==> src/rtl/mips_mem_pkg.sv <==
// Shared encodings for the MIPS data-memory access path: access sizes,
// access-sequencer states and the default downstream memory depth.
package mips_mem_pkg;

  localparam int unsigned DEPTH_DEFAULT = 32'd200;

  localparam logic [1:0] SZ_BYTE = 2'd0;
  localparam logic [1:0] SZ_HALF = 2'd1;
  localparam logic [1:0] SZ_WORD = 2'd2;
  localparam logic [1:0] SZ_BAD  = 2'd3;

  typedef enum logic [2:0] {
    ST_IDLE   = 3'd0,
    ST_CHECK  = 3'd1,
    ST_RD     = 3'd2,
    ST_WR     = 3'd3,
    ST_RMW_RD = 3'd4,
    ST_RMW_WR = 3'd5,
    ST_DONE   = 3'd6
  } state_t;

  function automatic logic is_misaligned(input logic [1:0] size, input logic [1:0] offset);
    logic bad;
    bad = 1'b0;
    case (size)
      SZ_HALF: bad = offset[0];
      SZ_WORD: bad = (offset != 2'b00);
      default: bad = 1'b0;
    endcase
    return bad;
  endfunction

endpackage

==> src/rtl/mem_access_unit_load_align.sv <==
// Big-endian lane selection: extracts and extends a sub-word from a memory
// word, and reports which bits that lane occupies (used for store merging).
module load_align
  import mips_mem_pkg::*;
(
  input  logic [31:0] word,
  input  logic [1:0]  offset,
  input  logic [1:0]  size,
  input  logic        sign_ext,
  output logic [31:0] result,
  output logic [31:0] lane_mask
);

  logic [7:0]  byte_s;
  logic [15:0] half_s;
  logic [31:0] byte_mask_s;

  // byte and halfword lane pick, offset 0 is the most significant lane
  always_comb begin
    byte_s      = 8'h00;
    byte_mask_s = 32'h0000_0000;
    case (offset)
      2'd0: begin byte_s = word[31:24]; byte_mask_s = 32'hFF00_0000; end
      2'd1: begin byte_s = word[23:16]; byte_mask_s = 32'h00FF_0000; end
      2'd2: begin byte_s = word[15:8];  byte_mask_s = 32'h0000_FF00; end
      2'd3: begin byte_s = word[7:0];   byte_mask_s = 32'h0000_00FF; end
      default: begin byte_s = 8'h00; byte_mask_s = 32'h0000_0000; end
    endcase
    if (offset[1]) begin
      half_s = word[15:0];
    end else begin
      half_s = word[31:16];
    end
  end

  // extension and lane mask by access size
  always_comb begin
    result    = word;
    lane_mask = 32'h0000_0000;
    case (size)
      SZ_BYTE: begin
        result    = sign_ext ? {{24{byte_s[7]}}, byte_s} : {24'h00_0000, byte_s};
        lane_mask = byte_mask_s;
      end
      SZ_HALF: begin
        result    = sign_ext ? {{16{half_s[15]}}, half_s} : {16'h0000, half_s};
        lane_mask = offset[1] ? 32'h0000_FFFF : 32'hFFFF_0000;
      end
      SZ_WORD: begin
        result    = word;
        lane_mask = 32'hFFFF_FFFF;
      end
      default: begin
        result    = word;
        lane_mask = 32'h0000_0000;
      end
    endcase
  end

endmodule

==> src/rtl/mem_access_unit.sv <==
// Sequencer between byte-addressed MIPS loads/stores and a word-indexed data
// memory: range/alignment check, sub-word load extension, read-modify-write stores.
module mem_access_unit
  import mips_mem_pkg::*;
#(
  parameter int unsigned DEPTH = DEPTH_DEFAULT
) (
  input  logic        clk,
  input  logic        rst_n,
  input  logic        req,
  input  logic        we,
  input  logic [1:0]  size,
  input  logic        sign_ext,
  input  logic [31:0] addr,
  input  logic [31:0] wdata,
  output logic        busy,
  output logic        done,
  output logic        err,
  output logic [31:0] rdata,
  output logic        MemRead,
  output logic        MemWrite,
  output logic [31:0] Address,
  output logic [31:0] WriteData,
  input  logic [31:0] MemData
);

  state_t      state_r, state_n_s;
  logic        err_n_s;
  logic        accept_s;
  logic        bad_s;

  logic        we_r;
  logic [1:0]  size_r;
  logic        sext_r;
  logic [31:0] addr_r;
  logic [31:0] wdata_r;

  logic        busy_r, done_r, err_r, mem_read_r, mem_write_r;
  logic [31:0] address_r, write_data_r, rdata_r;

  logic [31:0] align_result_s, lane_mask_s, placed_s, merge_s;

  assign accept_s = (state_r == ST_IDLE) && req;
  assign bad_s    = (size_r == SZ_BAD) || is_misaligned(size_r, addr_r[1:0]) ||
                    ({2'b00, addr_r[31:2]} >= 32'(DEPTH));

  load_align u_align (
    .word      (MemData),
    .offset    (addr_r[1:0]),
    .size      (size_r),
    .sign_ext  (sext_r),
    .result    (align_result_s),
    .lane_mask (lane_mask_s)
  );

  // store data replicated into every lane, then masked into the read word
  assign placed_s = (size_r == SZ_BYTE) ? {4{wdata_r[7:0]}} : {2{wdata_r[15:0]}};
  assign merge_s  = (MemData & ~lane_mask_s) | (placed_s & lane_mask_s);

  // state register
  always_ff @(posedge clk or negedge rst_n) begin
    if (!rst_n) begin
      state_r <= ST_IDLE;
    end else begin
      state_r <= state_n_s;
    end
  end

  // next-state and error decision
  always_comb begin
    state_n_s = state_r;
    err_n_s   = 1'b0;
    case (state_r)
      ST_IDLE: begin
        if (req) begin
          state_n_s = ST_CHECK;
        end else begin
          state_n_s = ST_IDLE;
        end
      end
      ST_CHECK: begin
        if (bad_s) begin
          state_n_s = ST_DONE;
          err_n_s   = 1'b1;
        end else if (!we_r) begin
          state_n_s = ST_RD;
        end else if (size_r == SZ_WORD) begin
          state_n_s = ST_WR;
        end else begin
          state_n_s = ST_RMW_RD;
        end
      end
      ST_RD:     state_n_s = ST_DONE;
      ST_WR:     state_n_s = ST_DONE;
      ST_RMW_RD: state_n_s = ST_RMW_WR;
      ST_RMW_WR: state_n_s = ST_DONE;
      ST_DONE:   state_n_s = ST_IDLE;
      default:   state_n_s = ST_IDLE;
    endcase
  end

  // request capture; inputs are ignored for the rest of the access
  always_ff @(posedge clk or negedge rst_n) begin
    if (!rst_n) begin
      we_r    <= 1'b0;
      size_r  <= SZ_BYTE;
      sext_r  <= 1'b0;
      addr_r  <= 32'h0000_0000;
      wdata_r <= 32'h0000_0000;
    end else if (accept_s) begin
      we_r    <= we;
      size_r  <= size;
      sext_r  <= sign_ext;
      addr_r  <= addr;
      wdata_r <= wdata;
    end
  end

  // registered outputs, derived from the state being entered
  always_ff @(posedge clk or negedge rst_n) begin
    if (!rst_n) begin
      busy_r       <= 1'b0;
      done_r       <= 1'b0;
      err_r        <= 1'b0;
      mem_read_r   <= 1'b0;
      mem_write_r  <= 1'b0;
      address_r    <= 32'h0000_0000;
      write_data_r <= 32'h0000_0000;
      rdata_r      <= 32'h0000_0000;
    end else begin
      busy_r      <= (state_n_s != ST_IDLE);
      done_r      <= (state_n_s == ST_DONE);
      err_r       <= err_n_s;
      mem_read_r  <= (state_n_s == ST_RD) || (state_n_s == ST_RMW_RD);
      mem_write_r <= (state_n_s == ST_WR) || (state_n_s == ST_RMW_WR);
      if (accept_s) begin
        address_r <= {2'b00, addr[31:2]};
      end
      if (state_n_s == ST_WR) begin
        write_data_r <= wdata_r;
      end else if (state_n_s == ST_RMW_WR) begin
        write_data_r <= merge_s;
      end
      if (state_r == ST_RD) begin
        rdata_r <= align_result_s;
      end
    end
  end

  assign busy      = busy_r;
  assign done      = done_r;
  assign err       = err_r;
  assign MemRead   = mem_read_r;
  assign MemWrite  = mem_write_r;
  assign Address   = address_r;
  assign WriteData = write_data_r;
  assign rdata     = rdata_r;

endmodule

==> config.mk <==
export PLATFORM = sky130hd
export DESIGN_NAME = mem_access_unit
export DESIGN_NICKNAME = d
export VERILOG_FILES = /design/src/rtl/mips_mem_pkg.sv /design/src/rtl/mem_access_unit_load_align.sv /design/src/rtl/mem_access_unit.sv
export SDC_FILE = /design/constraint.sdc
export NUM_CORES = 1
export LEC_CHECK = 0
export ABC_AREA = 0
export CORE_MARGIN = 4
export CORE_UTILIZATION = 50
export DETAILED_ROUTE_END_ITERATION = 8
export PLACE_DENSITY = 0.94
export SLEW_MARGIN = 20
export SYNTH_ARGS = -nofsm -noshare
export SYNTH_HDL_FRONTEND = slang
export SYNTH_SLANG_ARGS = --single-unit
==> constraint.sdc <==
create_clock -name clk -period 3.8 [get_ports clk]
set_input_delay 1.14 -clock clk [delete_from_list [all_inputs] [get_ports clk]]
set_output_delay 1.14 -clock clk [all_outputs]
set_load 0.01 [all_outputs]
==> results.ini <==
[run_status]
status=finished clean

[timing]
grt_setup_unrepaired=no
holdWs_ns=0.463
min_period_ns=2.92
fin_ws_ns=0.880
fin_setup_tns_ns=0
finalMaxSlewViolations=0
hold_violations=0
max_freq_mhz=342
slew_headroom=0.289
setup_viol=0
worst_slew_pin_slew_ns=1.07
finalCritPeriodShare=0.768
finalClockSkew_ns=0.00949

[power_and_ir_drop]
p_per_area_nw_per_um2=941
internal-power_w=0.00553
worst_ir_drop_vdd_v=0.000422
leakagePower_nw=3.83
power_w=0.00891
p_seq_frac=0.325
clkPwrFrac=0.183
switching_share=0.379
p_switching_w=0.00338
power_frac_comb=0.492

[place]
io_buffers=201
gp_congestion=0.891
post-place-ws_ns=0.537
hpwlAfterDp_microns=14600

[yosys]
ys_ff_latch=140
synthFlopType=dfrtp_1
synth.top_cells.by_count=140 x dfrtp_1, 77 x mux2_2, 56 x a21oi_1
synth_top_family_by_area=compound AO/OA/AOI/OAI gates
synth-simple-area-share=0.0881
syn_area_sq_um=7000
syn-mean-instance-area_sq_um=11.4
synth_enable_flop_cells=0
ys_warn_count=0
synth-xor-area-share=0
yosys-mux-area-fraction=0.151
yosys.area.top_type_share=0.501
seq_area_frac_synth=0.501
async_flop_share=1.00
synth_top_cell_by_area=dfrtp_1
synth_area_leaders=dfrtp_1 50%, mux2_2 12%, a21oi_1 4.0%
synth_most_common_cell=dfrtp_1
synthCells=614
synth_compound_area_frac=0.181
synth_cell_types=50
synthAdderAreaFrac=0.00715

[floorplanning]
die_x_microns=126
rows=42
io-pin-count=204
dieArea_sq_um=16000
core_sq_um=13500
die_h_microns=126
initial_core_util=0.520

[worst_hold_path]
min_path_cells=1
hold_class=register to register

[worst_setup_path]
crit_path_end_kind=register
critPathLaunchType=primary input
rr_worst_depth=7
r2r_slack_ns=0.95
crit_path_max_fanout=16
worstPathArrival_ns=3.18
crit_type=primary input to register
crit_required_ns=4.06

[cts]
post_cts.repair.setup_buffers=0
path_clk_slew_ns=0.06
cts_resized=0
cts_made_buffers=17
cts_buffer_depth=2
cts_hold_buf=0
root_buffer=clkbuf_16
htree_num_levels=4
clk_latency_ns=0.42
cts_sinks=140
cts_tree=yes

[global_route]
grt_max_degree=71
antenna_found_initial=0
gr-total-overflow=0
grt_pass1_wl_microns=31700
grt_use_total=0.255
first_global_vias=5769

[drt]
drt_iter0_drc=522
vias=5678
wl_per_cell_microns=21.4
wl_microns=20500
drt_first_pass_iters=5
ant_nets=0
via_per_inst=5.93
route.detailed.drc=0

[finish]
num_antenna_cells=0
drive_gt1_frac=0.195
syn_to_final_growth_pct=35.3
nNetsFinal=875

[run]
cap_viol_max_count=0

[layer usage]
metal,wire [microns],vias to the layer above,track usage
met4,806,0,0.107
met5,0,-,0
met2,9740,316,0.404
met1,8020,2780,0.333
met3,1890,67,0.0664
li1,-,2515,-
[cell usage in the layout (no fill, tap or decap), types with 8 or more instances in the layout]
cell type and n:
a211o_1 8, a211oi_1 9, a21o_1 9, a21oi_1 56
a21oi_2 8, a221oi_1 12, a2bb2oi_2 15, buf_4 9
clkbuf_16 17, clkdlybuf4s50_1 200, dfrtp_1 140, mux2_2 77
mux2i_1 17, nand2_1 32, nor2_1 52, nor2b_1 11
nor3_1 10, o21ai_0 12, o221ai_1 16
[power by group through the flow]
stage                     Sequential, W  Combinational (W)  Clock [W]
final                           0.00290            0.00438    0.00163
after floorplan                 0.00282            0.00276          0
after CTS                       0.00288            0.00437    0.00165
after detailed placement        0.00290            0.00432          0
after global routing            0.00299            0.00470    0.00172
after global placement          0.00286            0.00421          0
[worst max-delay path: stages]
cell and delay (ns):
clkdlybuf4s50_1 0.50, mux4_2 0.52, and2_1 0.19, o21ai_1 0.11, and2_1 0.54, a21oi_1 0.17
[stage by stage]
step            util  instances  instance area [sq um]
4_1_cts        0.704        957                   9470
3_5_place_dp   0.660        925                   8880
2_1_floorplan      -        615                   7000
3_3_place_gp   0.660        925                   8880
6_report       0.704        957                   9470
5_1_grt        0.704        957                   9470
[registers in the layout, indices dropped and copies added (netlist names)]
register   cells
addr_r        32
busy           1
err            1
state_r        3
rdata         32
we_r           1
wdata_r       32
MemWrite       1
size_r         2
done           1
MemRead        1
sext_r         1
WriteData     32
[logic make-up (layout without fill, tap and decap cells)]
kind of cell | after synthesis | count (layout)
adders and majority gates | 4 | 4
AOI/OAI and AO/OA | 164 | 164
muxes | 95 | 95
DFF | 140 | 140
other | 1 | 2
and+or+nand+nor | 128 | 128
buffers and inverters | 82 | 248
[layout make-up]
class                   instances  area (sq um)
repair buffers                212          2120
clock buffers                  28           537
clock inverters                 4          51.3
fillers                       943          3990
flip-flops and latches        140          3500
inverters                       4          15.0
multi-input cells             393          3020
well taps                     176           220
[path summary, 6_finish.rpt]
path	from	endpoint
min in group asynchronous	rst_n	addr_r[16]
worst max-delay path	MemData[15]	rdata[17]
max in group asynchronous	rst_n	addr_r[5]
worst max register to register	size_r[1]	WriteData[23]
worst min-delay path	wdata_r[16]	WriteData[16]
worst min register to register	wdata_r[16]	WriteData[16]
No activity file was read; power rests on OpenSTA's default activity.
